## src/rtl/vending_controller.sv

```systemverilog
// vending_controller: coin-operated product vending FSM.
//
// Flow: a product selection in IDLE latches channel and price. COLLECT accumulates coins until
// the price is reached (DELIVER) or the customer cancels (REFUND). DELIVER hands the channel
// out over a valid/ack handshake. CHANGE returns any overpayment, and REFUND returns the whole
// credit, each over a second valid/ack handshake.
//
// Optional feature: define VEND_TIMEOUT_EN to build an inactivity counter that forces REFUND
// after TIMEOUT_CYCLES idle COLLECT cycles. Without it COLLECT waits indefinitely.
//
// Ports:
//   clk, resetN               clock, asynchronous active-low reset
//   selectValid/selectIdx     product selection strobe and channel
//   priceTable, stockEmpty    flat per-channel prices, per-channel sold-out flags
//   coinValid/coinValue       coin strobe and value
//   cancel                    customer abort
//   vendValid/vendIdx/vendAck dispense handshake
//   changeValid/changeValue/changeAck  change or refund handshake
//   coinReject, selReject     one-cycle rejection pulses
//   credit                    accumulated credit
//   stateIndicator            IDLE=0 COLLECT=1 DELIVER=2 CHANGE=3 REFUND=4
module vending_controller #(
    parameter int unsigned NUM_ITEMS      = 4,
    parameter int unsigned PRICE_W        = 8,
    parameter int unsigned COIN_W         = 4,
    parameter int unsigned TIMEOUT_CYCLES = 1000
) (
    input  logic                           clk,
    input  logic                           resetN,
    input  logic                           selectValid,
    input  logic [$clog2(NUM_ITEMS)-1:0]   selectIdx,
    input  logic [NUM_ITEMS*PRICE_W-1:0]   priceTable,
    input  logic [NUM_ITEMS-1:0]           stockEmpty,
    input  logic                           coinValid,
    input  logic [COIN_W-1:0]              coinValue,
    input  logic                           cancel,
    output logic                           vendValid,
    output logic [$clog2(NUM_ITEMS)-1:0]   vendIdx,
    input  logic                           vendAck,
    output logic                           changeValid,
    output logic [PRICE_W-1:0]             changeValue,
    input  logic                           changeAck,
    output logic                           coinReject,
    output logic                           selReject,
    output logic [PRICE_W-1:0]             credit,
    output logic [2:0]                     stateIndicator
);
    localparam int unsigned IW = $clog2(NUM_ITEMS);

    if (NUM_ITEMS < 2 || NUM_ITEMS > 16 || TIMEOUT_CYCLES < 1 || COIN_W > PRICE_W) begin : g_bad_cfg
        $error("vending_controller: unsupported parameter combination");
    end

    typedef enum logic [2:0] {
        StIdle    = 3'd0,
        StCollect = 3'd1,
        StDeliver = 3'd2,
        StChange  = 3'd3,
        StRefund  = 3'd4
    } state_e;

    state_e             state_q, state_d;
    logic [PRICE_W-1:0] credit_q, credit_d;
    logic [PRICE_W-1:0] price_q, price_d;
    logic [IW-1:0]      idx_q, idx_d;
    logic               vend_valid_q, vend_valid_d;
    logic               change_valid_q, change_valid_d;
    logic [PRICE_W-1:0] change_value_q, change_value_d;
    logic               coin_reject_q, coin_reject_d;
    logic               sel_reject_q, sel_reject_d;

    logic               sel_hit, sel_empty;
    logic [PRICE_W-1:0] sel_price;
    logic [PRICE_W:0]   coin_sum;   // extra MSB flags credit overflow
    logic               coin_accept;
    logic               tmo_hit;

    // Explicit channel compare so out-of-range indices never index the price table.
    always_comb begin
        sel_hit   = 1'b0;
        sel_empty = 1'b0;
        sel_price = '0;
        for (int i = 0; i < NUM_ITEMS; i++) begin
            if (selectIdx == IW'(i)) begin
                sel_hit   = 1'b1;
                sel_empty = stockEmpty[i];
                sel_price = priceTable[i*PRICE_W +: PRICE_W];
            end
        end
    end

    assign coin_sum = {1'b0, credit_q} + (PRICE_W+1)'(coinValue);

`ifdef VEND_TIMEOUT_EN
    localparam int unsigned CNT_W = (TIMEOUT_CYCLES > 1) ? $clog2(TIMEOUT_CYCLES) : 1;
    logic [CNT_W-1:0] tmo_cnt_q, tmo_cnt_d;

    // Held at zero outside COLLECT so every entry starts a fresh count.
    always_comb begin
        tmo_cnt_d = '0;
        if (state_q == StCollect && !coin_accept) begin
            tmo_cnt_d = tmo_cnt_q + 1'b1;
        end
    end

    assign tmo_hit = (state_q == StCollect) && (tmo_cnt_q == CNT_W'(TIMEOUT_CYCLES - 1));

    always_ff @(posedge clk or negedge resetN) begin
        if (!resetN) tmo_cnt_q <= '0;
        else         tmo_cnt_q <= tmo_cnt_d;
    end
`else
    assign tmo_hit = 1'b0;
`endif

    always_comb begin
        state_d       = state_q;
        credit_d      = credit_q;
        price_d       = price_q;
        idx_d         = idx_q;
        coin_reject_d = 1'b0;
        sel_reject_d  = 1'b0;
        coin_accept   = 1'b0;

        unique case (state_q)
            StIdle: begin
                coin_reject_d = coinValid;
                if (selectValid) begin
                    if (sel_hit && !sel_empty && sel_price != '0) begin
                        idx_d   = selectIdx;
                        price_d = sel_price;
                        state_d = StCollect;
                    end else begin
                        sel_reject_d = 1'b1;
                    end
                end
            end
            StCollect: begin
                if (coinValid) begin
                    if (coin_sum[PRICE_W]) begin
                        coin_reject_d = 1'b1;
                    end else begin
                        credit_d    = coin_sum[PRICE_W-1:0];
                        coin_accept = 1'b1;
                    end
                end
                // Same-cycle coin is already in credit_d, so it is refunded or counts to price.
                if (cancel)                          state_d = StRefund;
                else if (credit_d >= price_q)        state_d = StDeliver;
                else if (tmo_hit && !coin_accept)    state_d = StRefund;
            end
            StDeliver: begin
                coin_reject_d = coinValid;
                if (vendAck && vend_valid_q) begin
                    state_d = (credit_q > price_q) ? StChange : StIdle;
                end
            end
            StChange: begin
                coin_reject_d = coinValid;
                if (changeAck && change_valid_q) state_d = StIdle;
            end
            StRefund: begin
                coin_reject_d = coinValid;
                if (credit_q == '0 || (changeAck && change_valid_q)) state_d = StIdle;
            end
            default: state_d = StIdle;
        endcase

        if (state_d == StIdle) credit_d = '0;

        // Registered handshake outputs are decoded from the next state.
        vend_valid_d   = (state_d == StDeliver);
        change_valid_d = (state_d == StChange) || (state_d == StRefund && credit_d != '0);
        change_value_d = '0;
        if (state_d == StChange)      change_value_d = credit_d - price_q;
        else if (state_d == StRefund) change_value_d = credit_d;
    end

    always_ff @(posedge clk or negedge resetN) begin
        if (!resetN) begin
            state_q        <= StIdle;
            credit_q       <= '0;
            price_q        <= '0;
            idx_q          <= '0;
            vend_valid_q   <= 1'b0;
            change_valid_q <= 1'b0;
            change_value_q <= '0;
            coin_reject_q  <= 1'b0;
            sel_reject_q   <= 1'b0;
        end else begin
            state_q        <= state_d;
            credit_q       <= credit_d;
            price_q        <= price_d;
            idx_q          <= idx_d;
            vend_valid_q   <= vend_valid_d;
            change_valid_q <= change_valid_d;
            change_value_q <= change_value_d;
            coin_reject_q  <= coin_reject_d;
            sel_reject_q   <= sel_reject_d;
        end
    end

    assign vendValid      = vend_valid_q;
    assign vendIdx        = idx_q;
    assign changeValid    = change_valid_q;
    assign changeValue    = change_value_q;
    assign coinReject     = coin_reject_q;
    assign selReject      = sel_reject_q;
    assign credit         = credit_q;
    assign stateIndicator = state_q;

endmodule

```

## config.mk

```make
export PLATFORM = sky130hd
export DESIGN_NAME = vending_controller
export DESIGN_NICKNAME = d
export VERILOG_FILES = /design/src/rtl/vending_controller.sv
export SDC_FILE = /design/constraint.sdc
export NUM_CORES = 1
export LEC_CHECK = 0
export CORE_UTILIZATION = 53
export CTS_CLUSTER_SIZE = 30
export DETAILED_ROUTE_END_ITERATION = 10
export GPL_TIMING_DRIVEN = 0
export PLACE_DENSITY = 0.87
export SLEW_MARGIN = 20
export SYNTH_ARGS = -nofsm -noshare
export SYNTH_HDL_FRONTEND = slang
export SYNTH_SLANG_ARGS = --single-unit
export TNS_END_PERCENT = 50
```

## constraint.sdc

```tcl
create_clock -name clk -period 5.59 [get_ports clk]
set_input_delay 1.3975 -clock clk [delete_from_list [all_inputs] [get_ports clk]]
set_output_delay 1.3975 -clock clk [all_outputs]
set_load 0.005 [all_outputs]
```

# ---- Word-level counts from Yosys, hierarchy flattened
# Cells that the tools add are included.
dict set report totals {
  register_bits 33
  in_bits 49
  out_inout_bits 25
  word_cells 73
}
dict set report classes {
  add_sub_neg 2
  magnitude_cmp 2
  n_eq_ne 10
  n_mux 34
  reduce_logical 16
}
# operator n
set op_table {}
lappend op_table {{$mux W8} 11}
lappend op_table {{$mux W3} 7}
lappend op_table {{$reduce_bool A8 Y1} 2}
lappend op_table {{$pmux W3 S5} 1}
lappend op_table {{$mux W1} 13}
lappend op_table {{$eq A3 B2 Y1 const B} 4}
lappend op_table {{$add A8 B4 Y9} 1}
lappend op_table {{$ge A8 B8 Y1} 1}
lappend op_table {{$gt A8 B8 Y1} 1}
lappend op_table {{$logic_not A8 Y1} 1}
lappend op_table {{$sub A8 B8 Y8} 1}
lappend op_table {{$eq A3 B3 Y1 const B} 2}
lappend op_table {{$logic_not A3 Y1} 2}
lappend op_table {{$logic_and A1 B1 Y1} 5}
lappend op_table {{$eq A2 B2 Y1 const B} 2}
lappend op_table {{$reduce_or A4 Y1} 1}
lappend op_table {{$eq A3 B1 Y1 const B} 1}
lappend op_table {{$reduce_and A3 Y1} 1}
lappend op_table {{$eq A2 B1 Y1 const B} 1}
lappend op_table {{$logic_not A2 Y1} 1}
lappend op_table {{$logic_or A1 B1 Y1} 2}
lappend op_table {{$mux W2} 1}
lappend op_table {{$pmux W1 S2} 1}
lappend op_table {{$logic_not A1 Y1} 1}

# ---- Depth between registers and ports, before layout
# Gate-level depths: netlist (run 1).
dict set report logic_depth {
  depth_word 16
  ltp_mapped 17
  depth_no_buf 17
}

# ---- Worst setup path before layout (run 1)
# Ideal clock, no wire load.
dict set report synth_timing {
  path_kind {input port to flip-flop}
  from {input port coinValue[0]}
  to {register change_value_q[6] (netlist: changeValue[6])}
  setup_ns 0.164
  t_arrival_ns 4.628
  required_time_ns 5.426
  path_slack_ns 0.798
  stages 17
  path_buffers 1
  cell_sequence {ha_1 fa_1 a211oi_1 o31ai_2 nand2b_1 buf_2 mux2i_1 or2_1 ha_1 inv_1 fa_1 a21o_1 a21oi_1 o21bai_1 a21oi_1 xor2_1 o22ai_1}
}
dict set report synth_via {
  elab_chain_cells 12
  word_cells_on_any_way 16
  cone_classes {add/sub: 2; order compare: 1; eq/ne: 2; mux: 10; reduce/logical: 1}
}
# item line
set synth_lines {}
lappend synth_lines {{start: declaration} 35} ;# input logic [COIN_W-1:0] coinValue,
lappend synth_lines {{$add A8 B4 Y9 (*)} 92} ;# assign coin_sum = {1'b0, credit_q} + (PRICE_W+1)'(coinValue);
lappend synth_lines {{$mux W8 (*)} 140} ;# if (coin_sum[PRICE_W]) begin
lappend synth_lines {{$mux W8 (*)} 139} ;# if (coinValid) begin
lappend synth_lines {{$mux W8 (*)} 125} ;# unique case (state_q)
lappend synth_lines {{$ge A8 B8 Y1} 149} ;# else if (credit_d >= price_q) state_d = StDeliver;
lappend synth_lines {{$mux W3} 149}
lappend synth_lines {{$mux W3} 148} ;# if (cancel) state_d = StRefund;
lappend synth_lines {{$pmux W3 S5} 125}
lappend synth_lines {{$logic_not A3 Y1} 169} ;# if (state_d == StIdle) credit_d = '0;
lappend synth_lines {{$mux W8} 169}
lappend synth_lines {{$sub A8 B8 Y8 or $mux W8 (tied branches)} {175, 176}}
lappend synth_lines {{$mux W8 (*)} 175} ;# if (state_d == StChange) change_value_d = credit_d - price_q;
lappend synth_lines {{named net change_value_d[6]} 68} ;# logic [PRICE_W-1:0] change_value_q, change_value_d;
lappend synth_lines {{end signal: assignment} 197} ;# change_value_q <= change_value_d;
lappend synth_lines {{end: declaration} 68}
# Mark *: on every way through the listed nets, which the timed path passes. The rest lies on a longest branch. The select of a mux whose other input is x is not followed.
# A chain may end at the register's enable or synchronous reset.

# ---- Worst setup path after layout (run 1)
# Same ends and word-level chain as after synthesis.

==> impl_summary.log, run 1 <==
INFO  metric floorplan.initialDensity = 0.558
INFO  metric die_w = about 73 um
INFO  metric stdcell_area = 3620 um2
INFO  metric mean_instance_size_in_the_synthesized_netlist = 10.0 um2
INFO  metric antenna_found_initial = 0
INFO  metric ir_worst_vdd = 0.000182 V
INFO  metric nets = 425
INFO  metric fmax = 0.190 GHz
INFO  metric worst_clock_skew = 0.00679 ns
INFO  metric power.density = 341 nW/um2
INFO  metric worstPathMaxFanout = 5
INFO  metric place.port_buffers = 71
INFO  metric grt_util_met2 = 0.471
INFO  metric slew-limit-headroom = 0.367
INFO  metric avgRoutedWirePerCell = 15.3 um
INFO  metric syn_area = 2670 um2
INFO  metric design.core.area = ~4800 um2
INFO  metric number_of_i_o_pins = 74
INFO  metric dr.pass1.iters = 4
INFO  metric initialDrtViolationCount = approximately 140
INFO  metric slew_violations = 0
INFO  metric ys_top_cells_by_area = sky130_fd_sc_hd__dfrtp_1, sky130_fd_sc_hd__ha_1, sky130_fd_sc_hd__mux4_1, sky130_fd_sc_hd__mux2_2, sky130_fd_sc_hd__nor2_1
INFO  metric synth-seq-area-share = 0.309
INFO  metric detail_route.wirelength = 6340 um
INFO  metric number_of_flops_mapped_to_enable_cells_by_yosys = 0
INFO  metric grt_util_met3 = 0.0497
INFO  metric synthesis.yosys.warnings = 0
INFO  metric clk_path_buf_depth = 2
INFO  metric die_area = 5330 um2
INFO  metric syn-num-nets = 346
INFO  metric placed_cell_area = between 3000 and 4000 um2
INFO  metric synth_area_leader_cell = sky130_fd_sc_hd__dfrtp_1
INFO  metric route.detailed.drc = 0
INFO  metric cellInternalPower = approximately 0.76 mW
INFO  metric path_clk_slew = 0.07 ns
INFO  metric layout_worst_path_cycle_share = 0.943
INFO  metric clk_latency = about 0.28 ns
INFO  metric antenna-diode-count = 0
INFO  metric part_of_the_power_in_the_clock_network = 0.189
INFO  metric total_number_of_h_tree_levels = 2
INFO  metric dpl.hpwl = 5210 um
INFO  metric ys.flop_type = sky130_fd_sc_hd__dfrtp_1
INFO  metric timing.final.setup_violations = 0
INFO  metric synth_cell_type_count = 51
INFO  metric cts.hold.buffers_added = 0
INFO  metric cts_post_setup_buffers_inserted = 0
INFO  metric switching_power = approximately 0.48 mW
INFO  metric min_period = 5.27 ns
INFO  metric p_sw_frac = 0.386
INFO  metric ys_async_sr_fraction = 1.00
INFO  metric power.share.combinational = 0.537
INFO  metric hold_viol_final = 0
INFO  metric tritoncts = yes
INFO  metric syn_inst = 267
INFO  metric setup.worst_path.class = input pin to flip-flop
INFO  metric all_layer_global_routing_usage = 0.263
INFO  metric power_leakage = around 1.6 nW
INFO  metric sequential_fraction_of_design_power = 0.274
INFO  metric finalWeightedCongestion = 0.957
INFO  metric rsz0062_at_grt = false
INFO  metric route.vias.total = 2406
INFO  metric core.rowCount = 25
INFO  metric cts.sink_count = 33
INFO  metric cp-end-kind = flip-flop
INFO  metric status = finished, final reports clean
INFO  metric globalRouteMet1Util = 0.312
INFO  metric avgViaCountPerCell = 5.81
INFO  metric drv_cap = 0
INFO  metric die_height = 73.0 um
INFO  metric grt.overflow.total = 0
INFO  metric report.power.total = between 1 and 1.5 mW
INFO  metric first_global_vias = 2339
INFO  metric first_pass_grt_wire_length = 10400 um
INFO  metric cp-start-kind = input pin
INFO  metric worst-endpoint-required = 5.71 ns
INFO  metric synth_largest_type_area_fraction = 0.309
INFO  metric grt-busiest-layer = met2
INFO  metric data_arrival_time_at_the_worst_slack_endpoint = 5.39 ns
INFO  metric hold_crit_path_type = flip-flop to flip-flop
INFO  metric pin_count_of_the_biggest_net_entering_global_routing = 24
INFO  metric cts_root_buffer = sky130_fd_sc_hd__clkbuf_8
INFO  metric postSynthRegisterBits = 33
INFO  metric worst_pin_slew = 0.950 ns
INFO  metric syn_to_final_growth = 35.4%
INFO  metric tritoncts.num_buffers = 5
INFO  metric ant_nets = 0
INFO  metric layout-drive-gt1-share = 0.0865
[power groups by stage]
stage,combinational (mW),clock [mW],sequential [mW]
floorplan,0.430,0,0.337
global placement,0.621,0,0.340
detailed placement,0.657,0,0.343
CTS,0.660,0.237,0.338
global route,0.734,0.244,0.346
finish,0.663,0.233,0.338
[per-stage QoR]
stage	utilization	worst slack [ns]	hold slack [ns]	std cells	TNS, ns
2_1_floorplan	-	0.798	0.505	267	0
3_3_place_gp	0.724	-0.0582	0.490	405	-0.0582
3_5_place_dp	0.730	-0.128	0.501	406	-0.128
4_1_cts	0.755	0.174	0.512	414	0
5_1_grt	0.756	0.0276	0.544	414	0
6_report	0.756	0.321	0.509	414	0
[kinds of logic after synthesis]
group / synth area share
flip-flops: 0.309
AND/OR/NAND/NOR: 0.160
XOR/XNOR: 0.0262
buffers and inverters: 0.0375
AO/OA/AOI/OAI: 0.157
multiplexers: 0.164
adder cells (fa/ha/maj): 0.146
[synth_stat cells, types with 2 or more instances]
| cell type | count |
|---|---|
| sky130_fd_sc_hd__a211oi_1 | 4 |
| sky130_fd_sc_hd__a21boi_0 | 2 |
| sky130_fd_sc_hd__a21o_1 | 6 |
| sky130_fd_sc_hd__a21oi_1 | 12 |
| sky130_fd_sc_hd__buf_2 | 2 |
| sky130_fd_sc_hd__buf_6 | 2 |
| sky130_fd_sc_hd__clkbuf_1 | 5 |
| sky130_fd_sc_hd__dfrtp_1 | 33 |
| sky130_fd_sc_hd__fa_1 | 2 |
| sky130_fd_sc_hd__ha_1 | 28 |
| sky130_fd_sc_hd__inv_1 | 13 |
| sky130_fd_sc_hd__mux2_2 | 9 |
| sky130_fd_sc_hd__mux2i_1 | 10 |
| sky130_fd_sc_hd__mux4_1 | 9 |
| sky130_fd_sc_hd__nand2_1 | 15 |
| sky130_fd_sc_hd__nand2b_1 | 5 |
| sky130_fd_sc_hd__nand3_1 | 5 |
| sky130_fd_sc_hd__nand3b_1 | 2 |
| sky130_fd_sc_hd__nand4_1 | 5 |
| sky130_fd_sc_hd__nor2_1 | 27 |
| sky130_fd_sc_hd__nor2b_1 | 5 |
| sky130_fd_sc_hd__nor3_1 | 3 |
| sky130_fd_sc_hd__nor4_1 | 3 |
| sky130_fd_sc_hd__o211ai_1 | 3 |
| sky130_fd_sc_hd__o21a_1 | 2 |
| sky130_fd_sc_hd__o21ai_0 | 18 |
| sky130_fd_sc_hd__o22ai_1 | 6 |
| sky130_fd_sc_hd__or2_2 | 2 |
| sky130_fd_sc_hd__xnor2_1 | 4 |
| sky130_fd_sc_hd__xor2_1 | 4 |
[worst paths after layout]
path / slack (ns) / endpoint / startpoint / cells past startpoint
min in group asynchronous: 1.00 / changeValue[4] / resetN / 1
setup reg to reg: 1.05 / changeValue[6] / credit[5] / 16
setup / recovery: 0.32 / changeValue[6] / coinValue[0] / 18
hold reg to reg: 0.51 / vendIdx[0] / vendIdx[0] / 1
max in group asynchronous: 4.17 / credit[6] / resetN / 2
hold / removal: 0.51 / vendIdx[0] / vendIdx[0] / 1
[layout make-up]
type	instances	area [um2]
Inverter	13	48.8
Fill cell	358	1170
Multi-Input combinational cell	212	1760
Buffer	9	51.3
Clock buffer	7	86.3
Clock inverter	1	30.0
Tap cell	67	83.8
Timing Repair Buffer	72	733
Sequential cell	33	826
[per-layer routing]
metal | share of wire | vias up
li1 | - | 1166
met1 | 0.40 | 1120
met2 | 0.50 | 112
met3 | 0.079 | 8
met4 | 0.013 | 0
met5 | 0 | -
[repair_timing]
| item | 4_1_cts | 5_1_grt |
|---|---|---|
| resized for setup | 0 | 1 |
| setup endpoints to repair | 0 | 1 |
| endpoints found under the hold margin | 0 | 0 |
[cell usage in the layout (no fill, tap or decap), types with 9 or more instances in the layout]
| cell type | n |
|---|---|
| sky130_fd_sc_hd__dfrtp_1 | 33 |
| sky130_fd_sc_hd__a21oi_1 | 12 |
| sky130_fd_sc_hd__ha_1 | 28 |
| sky130_fd_sc_hd__mux2i_1 | 10 |
| sky130_fd_sc_hd__nor2_1 | 27 |
| sky130_fd_sc_hd__mux4_1 | 9 |
| sky130_fd_sc_hd__clkdlybuf4s50_1 | 70 |
| sky130_fd_sc_hd__nand2_1 | 15 |
| sky130_fd_sc_hd__inv_1 | 13 |
| sky130_fd_sc_hd__mux2_2 | 9 |
| sky130_fd_sc_hd__o21ai_0 | 18 |
[registers in the layout (all words and copies together) (netlist names)]
name            count
changeValid         1
credit              8
price_q             8
selReject           1
coinReject          1
vendIdx             2
stateIndicator      3
vendValid           1
changeValue         8
[worst max-delay path: stages]
cell and delay [ns]:
sky130_fd_sc_hd__clkdlybuf4s50_1 0.41, sky130_fd_sc_hd__ha_1 0.23, sky130_fd_sc_hd__fa_1 0.43, sky130_fd_sc_hd__a211oi_2 0.32, sky130_fd_sc_hd__o31ai_2 0.19, sky130_fd_sc_hd__nand2b_1 0.18
sky130_fd_sc_hd__buf_2 0.19, sky130_fd_sc_hd__mux2i_1 0.29, sky130_fd_sc_hd__or2_1 0.15, sky130_fd_sc_hd__ha_1 0.16, sky130_fd_sc_hd__inv_1 0.06, sky130_fd_sc_hd__fa_1 0.40
sky130_fd_sc_hd__a21o_1 0.18, sky130_fd_sc_hd__a21oi_1 0.23, sky130_fd_sc_hd__o21bai_1 0.10, sky130_fd_sc_hd__a21oi_1 0.18, sky130_fd_sc_hd__xor2_1 0.17, sky130_fd_sc_hd__o22ai_1 0.10
Power figures use the tool's default switching activity.
==> run 2: changes to the inputs <==
--- a/config.mk
+++ b/config.mk
@@ -8,7 +8,6 @@
 export CORE_UTILIZATION = 53
 export CTS_CLUSTER_SIZE = 30
 export DETAILED_ROUTE_END_ITERATION = 10
-export GPL_TIMING_DRIVEN = 0
 export PLACE_DENSITY = 0.87
 export SLEW_MARGIN = 20
 export SYNTH_ARGS = -nofsm -noshare
==> impl_summary.log, run 2 (synthesis gave the netlist of run 1 again) <==
INFO  metric status = finished, final reports clean
INFO  metric leading_cell_type_in_the_layout_fill_and_taps_excluded = sky130_fd_sc_hd__clkdlybuf4s50_1
INFO  metric slew_violations = 0
INFO  metric ir_worst_vdd = 0.000171 V
INFO  metric p_sw_frac = 0.398
INFO  metric crit_path_top_delay_cell = sky130_fd_sc_hd__clkdlybuf4s50_1
INFO  metric cp-end-kind = flip-flop
INFO  metric cts_root_buffer = sky130_fd_sc_hd__clkbuf_8
INFO  metric met2_wirelength = 3290 um
INFO  metric layout-drive-gt1-share = 0.0893
INFO  metric finalWorstSetupSlack = 0.236 ns
INFO  metric layoutNonFillerInstCount = 414
INFO  metric tritoncts.num_buffers = 5
INFO  metric antenna_found_initial = 0
INFO  metric power.density = 337 nW/um2
INFO  metric multiInputGateArea = 1750 um2
INFO  metric data_arrival_time_at_the_worst_slack_endpoint = 5.52 ns
INFO  metric pin_count_of_the_biggest_net_entering_global_routing = 34
INFO  metric cts_post_setup_buffers_inserted = 0
INFO  metric nets = 425
INFO  metric path_clk_slew = 0.07 ns
INFO  metric core.rowCount = 25
INFO  metric nFillCells = 335
INFO  metric setup_slack_after_placement = -0.0107 ns
INFO  metric met1Wirelength = 2680 um
INFO  metric switching_power = 0.483 mW
INFO  metric die_w = 73.0 um
INFO  metric route.vias.total = 2457
INFO  metric grt.overflow.total = 0
INFO  metric layout.cells.most_common_list = sky130_fd_sc_hd__clkdlybuf4s50_1, sky130_fd_sc_hd__dfrtp_1, sky130_fd_sc_hd__ha_1
INFO  metric syn_to_final_growth = 34.6%
INFO  metric timing.final.setup_violations = 0
INFO  metric setup.worst_path.class = input pin to flip-flop
INFO  metric post-place-cells = 406
INFO  metric design.core.area = 4790 um2
INFO  metric layout_worst_path_cycle_share = 0.958
INFO  metric route.met3.wl = roughly 450 um
INFO  metric dr.pass1.iters = 4
INFO  metric dpl.hpwl = 5270 um
INFO  metric place.port_buffers = 73
INFO  metric worst-endpoint-required = 5.76 ns
INFO  metric power.share.combinational = 0.552
INFO  metric detail_route.wirelength = roughly 6600 um
INFO  metric tritoncts = yes
INFO  metric floorplan.initialDensity = 0.558
INFO  metric fmax = 0.187 GHz
INFO  metric worst_clock_skew = 0.00240 ns
INFO  metric sequential_fraction_of_design_power = 0.282
INFO  metric min_period = around 5.4 ns
INFO  metric top_layer_used = met4
INFO  metric all_layer_global_routing_usage = 0.272
INFO  metric die_area = 5330 um2
INFO  metric die_height = 73.0 um
INFO  metric holdCritStartpoint = vendIdx[1]
INFO  metric total_number_of_h_tree_levels = 2
INFO  metric slew-limit-headroom = 0.569
INFO  metric finalWeightedCongestion = around 0.86
INFO  metric critical-path-max-stage-delay = around 0.75 ns
INFO  metric crit_start = selectIdx[0]
INFO  metric hold_crit_path_type = flip-flop to flip-flop
INFO  metric part_of_the_power_in_the_clock_network = 0.166
INFO  metric clk_path_buf_depth = 2
INFO  metric regArea = just over 800 um2
INFO  metric hold_viol_final = 0
INFO  metric antenna-diode-count = 0
INFO  metric worstPathCellList = clkdlybuf4s50_1 > mux4_1 > nor4_1 > a21oi_1 > nor2b_4 > nor3_4 > buf_4 > nor2_1 > ha_1 > nor2b_1 > o21ai_0 > a21oi_1 > o41ai_1 > a211oi_1 > nand3b_1
INFO  metric critical-path-top-cell-by-count = sky130_fd_sc_hd__a21oi_1
INFO  metric post_cts_resized = 0
INFO  metric worst_pin_slew = roughly 0.64 ns
INFO  metric drv_cap = 0
INFO  metric cellInternalPower = 0.730 mW
INFO  metric avgRoutedWirePerCell = 16.1 um
INFO  metric avgViaCountPerCell = 5.93
INFO  metric route.detailed.drc = 0
INFO  metric rsz0062_at_grt = false
INFO  metric cp-start-kind = input pin
INFO  metric first_global_vias = 2328
INFO  metric initialDrtViolationCount = approximately 160
INFO  metric final_util = 0.751
INFO  metric number_of_i_o_pins = 74
INFO  metric ant_nets = 0
INFO  metric power_leakage = about 1.7 nW
INFO  metric clk_latency = 0.28 ns
INFO  metric rr_startpoint = credit[0]
INFO  metric first_pass_grt_wire_length = roughly 11000 um
INFO  metric cts.hold.buffers_added = 0
INFO  metric cts.sink_count = 33
INFO  metric worstPathMaxFanout = 19
run 2: cell types whose count changed in the layout (fill, tap and decap cells not counted), sizes merged:
cell           before  now
buf                 6    8
bufinv              1    0
clkbuf             12    7
clkdlybuf4s50      70   73
clkinv              0    1
run 2: layer usage:
layer / vias up / track usage
li1: 1160 / -
met1: 1148 / 0.322
met2: 124 / 0.480
met3: 25 / 0.0497
met4: 0 / 0.118
met5: - / 0
run 2: area by class of cell:
class | instances | share of cell area
Clock buffer | 7 | 0.0268
Inverter | 13 | 0.0136
Timing Repair Buffer | 81 | 0.220
Multi-Input combinational cell | 212 | 0.485
Tap cell | 67 | 0.0233
Sequential cell | 33 | 0.230
Clock inverter | 1 | 0.00139
run 2: metrics by stage:
stage / cell area, um2 / setup TNS [ns] / power, mW / hold slack (ns)
after global placement: 3490 / 0 / 0.984 / 0.490
after CTS: 3600 / 0 / 1.22 / 0.520
final: 3600 / 0 / 1.21 / 0.510
after floorplan: 2670 / 0 / 0.767 / 0.505
after detailed placement: 3490 / -0.0107 / 1.01 / 0.504
after global routing: 3600 / 0 / 1.31 / 0.527
run 2: worst max-delay path, delay by kind of cell:
family / cells / cell delay, ns
buffers and inverters: 2 / 0.94
muxes: 1 / 0.64
adders and majority gates: 1 / 0.30
AOI/OAI and AO/OA: 5 / 1.07
and+or+nand+nor: 6 / 1.18
run 2: final timing paths:
kind                                           to  cells after the start  slack, ns
min in group asynchronous          changeValue[1]                      2       1.52
worst max register to register     changeValue[6]                     16       1.43
worst min-delay path                   vendIdx[1]                      1       0.51
worst max-delay path               changeValue[7]                     15       0.24
worst min register to register         vendIdx[1]                      1       0.51
max in group asynchronous       stateIndicator[1]                      2       3.76
run 2: power groups by stage:
stage | clock, mW | sequential, mW | combinational, mW
CTS | 0.205 | 0.342 | 0.668
detailed placement | 0 | 0.347 | 0.664
finish | 0.201 | 0.343 | 0.669
global placement | 0 | 0.345 | 0.639
floorplan | 0 | 0.337 | 0.430
global route | 0.215 | 0.350 | 0.745
==> run 3: changes to the inputs <==
--- a/config.mk
+++ b/config.mk
@@ -9,6 +9,7 @@
 export CTS_CLUSTER_SIZE = 30
 export DETAILED_ROUTE_END_ITERATION = 10
 export PLACE_DENSITY = 0.87
+export SETUP_SLACK_MARGIN = 0.15
 export SLEW_MARGIN = 20
 export SYNTH_ARGS = -nofsm -noshare
 export SYNTH_HDL_FRONTEND = slang
==> constraint.sdc (replaced) <==
create_clock -name clk -period 6.5 [get_ports clk]
set_input_delay 1.625 -clock clk [delete_from_list [all_inputs] [get_ports clk]]
set_output_delay 1.625 -clock clk [all_outputs]
set_load 0.005 [all_outputs]
==> impl_summary.log, run 3 (synthesis gave the netlist of run 1 again) <==
INFO  metric die_area = 5330 um2
INFO  metric tritoncts.num_buffers = 5
INFO  metric first_pass_grt_wire_length = approximately 11000 um
INFO  metric status = finished, final reports clean
INFO  metric grt.overflow.total = 0
INFO  metric rsz0062_at_grt = false
INFO  metric timing.hold.worst_endpoint = vendIdx[1]
INFO  metric cts_root_buffer = sky130_fd_sc_hd__clkbuf_8
INFO  metric ant_nets = 0
INFO  metric avgViaCountPerCell = 6.01
INFO  metric clk_latency = 0.29 ns
INFO  metric dpl.hpwl = roughly 5400 um
INFO  metric p_sw_frac = 0.410
INFO  metric cts.hold.buffers_added = 0
INFO  metric cp-start-kind = input pin
INFO  metric slew_violations = 0
INFO  metric cp-end-kind = flip-flop
INFO  metric clk_path_buf_depth = 2
INFO  metric sequential_fraction_of_design_power = 0.293
INFO  metric power_leakage = 1.62 nW
INFO  metric power.share.combinational = 0.561
INFO  metric dr.pass1.iters = 4
INFO  metric initialDrtViolationCount = 135
INFO  metric nets = 420
INFO  metric power.density = 286 nW/um2
INFO  metric post-place-cells = 401
INFO  metric route.vias.total = 2459
INFO  metric layoutNonFillerInstCount = 409
INFO  metric r2r.worst_path.cells = 16
INFO  metric min_period = about 5.7 ns
INFO  metric core.rowCount = 25
INFO  metric drv_cap = 0
INFO  metric timing.hold.worst_path_depth = 1
INFO  metric pin_count_of_the_biggest_net_entering_global_routing = 34
INFO  metric holdCritStartpoint = vendIdx[1]
INFO  metric slew-limit-headroom = 0.582
INFO  metric switching_power = 0.415 mW
INFO  metric cts.sink_count = 33
INFO  metric fmax = between 0.15 and 0.2 GHz
INFO  metric worst-endpoint-required = 6.67 ns
INFO  metric timing.rr.end = changeValue[6]
INFO  metric worst_pin_slew = 0.626 ns
INFO  metric antenna-diode-count = 0
INFO  metric antenna_found_initial = 0
INFO  metric layout_worst_path_cycle_share = 0.869
INFO  metric first_global_vias = approximately 2400
INFO  metric nFillCells = 345
INFO  metric hold_crit_path_type = flip-flop to flip-flop
INFO  metric route.detailed.drc = 0
INFO  metric path_clk_slew = 0.07 ns
INFO  metric die_w = 73.0 um
INFO  metric design.core.area = 4790 um2
INFO  metric hold_viol_final = 0
INFO  metric die_height = between 70 and 80 um
INFO  metric ir_worst_vdd = 0.000162 V
INFO  metric part_of_the_power_in_the_clock_network = 0.146
INFO  metric finalSetupTns = 0 ns
INFO  metric leading_cell_type_in_the_layout_fill_and_taps_excluded = sky130_fd_sc_hd__clkdlybuf4s50_1
INFO  metric post_cts_resized = 0
INFO  metric timing.final.setup_violations = 0
INFO  metric tritoncts = yes
INFO  metric finalWeightedCongestion = 0.918
INFO  metric layout-drive-gt1-share = 0.0731
INFO  metric detail_route.wirelength = 6770 um
INFO  metric avgRoutedWirePerCell = 16.5 um
INFO  metric syn_to_final_growth = 32.5%
INFO  metric setup.worst_path.class = input pin to flip-flop
INFO  metric number_of_i_o_pins = 74
INFO  metric floorplan.initialDensity = 0.558
INFO  metric all_layer_global_routing_usage = 0.281
INFO  metric layout.cells.most_common_list = sky130_fd_sc_hd__clkdlybuf4s50_1, sky130_fd_sc_hd__dfrtp_1, sky130_fd_sc_hd__ha_1
INFO  metric cts_post_setup_buffers_inserted = 0
INFO  metric place.port_buffers = 73
INFO  metric cellInternalPower = roughly 0.60 mW
INFO  metric worst_clock_skew = 0.0111 ns
INFO  metric total_number_of_h_tree_levels = 2
INFO  metric rr_startpoint = credit[0]
INFO  metric data_arrival_time_at_the_worst_slack_endpoint = 5.82 ns
INFO  metric worstPathMaxFanout = 19
INFO  metric rrSetupSlack = 2.19 ns
==> run 3: cell count changes in the layout (fill, tap and decap cells not counted) <==
| cell | before | now |
|---|---|---|
| sky130_fd_sc_hd__buf_4 | 8 | 3 |
| sky130_fd_sc_hd__clkbuf_8 | 7 | 5 |
| sky130_fd_sc_hd__clkbuf_1 | 0 | 1 |
| sky130_fd_sc_hd__clkinv_2 | 1 | 2 |
==> run 3: how the worst max path moves through the flow <==
stage            startpoint        endpoint  slack (ns)  cells after the start
6_report       selectIdx[0]  changeValue[6]        0.85                     16
5_1_grt        selectIdx[0]  changeValue[6]        0.58                     16
4_1_cts        selectIdx[0]  changeValue[6]        0.84                     16
3_5_place_dp   selectIdx[0]  changeValue[6]        0.56                     16
3_3_place_gp   selectIdx[0]  changeValue[6]        0.76                     16
2_1_floorplan  coinValue[0]  changeValue[6]        1.48                     17
==> run 3: power groups by stage <==
stage	Sequential [mW]	Clock, mW	Combinational [mW]
2_1_floorplan	0.290	0	0.370
3_3_place_gp	0.296	0	0.535
3_5_place_dp	0.299	0	0.556
4_1_cts	0.296	0.151	0.566
5_1_grt	0.303	0.159	0.626
6_report	0.296	0.148	0.568
==> run 3: layout make-up <==
cell class | count | area, um2 | area share
inverter | 13 | 48.8 | 0.0138
clock buffer | 6 | 72.6 | 0.0205
tap | 67 | 83.8 | 0.0237
clock inverter | 2 | 10.0 | 0.00283
sequential | 33 | 826 | 0.233
timing repair buffer | 76 | 753 | 0.213
multi-input combinational | 212 | 1750 | 0.493
==> run 3: worst max-delay path: stages <==
cell	delay, ns
sky130_fd_sc_hd__clkdlybuf4s50_1	0.75
sky130_fd_sc_hd__mux4_1	0.63
sky130_fd_sc_hd__nor4_1	0.34
sky130_fd_sc_hd__a21oi_1	0.14
sky130_fd_sc_hd__nor2b_4	0.21
sky130_fd_sc_hd__nor3_4	0.37
sky130_fd_sc_hd__or2_1	0.17
sky130_fd_sc_hd__ha_1	0.18
sky130_fd_sc_hd__inv_1	0.06
sky130_fd_sc_hd__fa_1	0.41
sky130_fd_sc_hd__a21o_1	0.18
sky130_fd_sc_hd__a21oi_1	0.22
sky130_fd_sc_hd__o21bai_1	0.09
sky130_fd_sc_hd__a21oi_1	0.18
sky130_fd_sc_hd__xor2_1	0.16
sky130_fd_sc_hd__o22ai_1	0.09
==> run 3: layer usage <==
layer  share of wire  wire length, um  vias to the layer above  GRT usage
met3           0.077              518                       21     0.0622
met5               0                0                        -          0
met1            0.38             2580                     1165      0.311
li1                -                -                     1148          -
met4           0.027              180                        0      0.124
met2            0.52             3490                      125      0.511
==> run 3: stage by stage <==
step / setup slack (ns) / area (um2) / hold WS, ns / power, mW / utilization
2_1_floorplan: 1.48 / 2670 / 0.505 / 0.660 / -
3_3_place_gp: 0.763 / 3460 / 0.489 / 0.831 / 0.722
3_5_place_dp: 0.558 / 3460 / 0.496 / 0.855 / 0.722
4_1_cts: 0.840 / 3540 / 0.511 / 1.01 / 0.740
5_1_grt: 0.579 / 3540 / 0.528 / 1.09 / 0.740
6_report: 0.848 / 3540 / 0.509 / 1.01 / 0.740
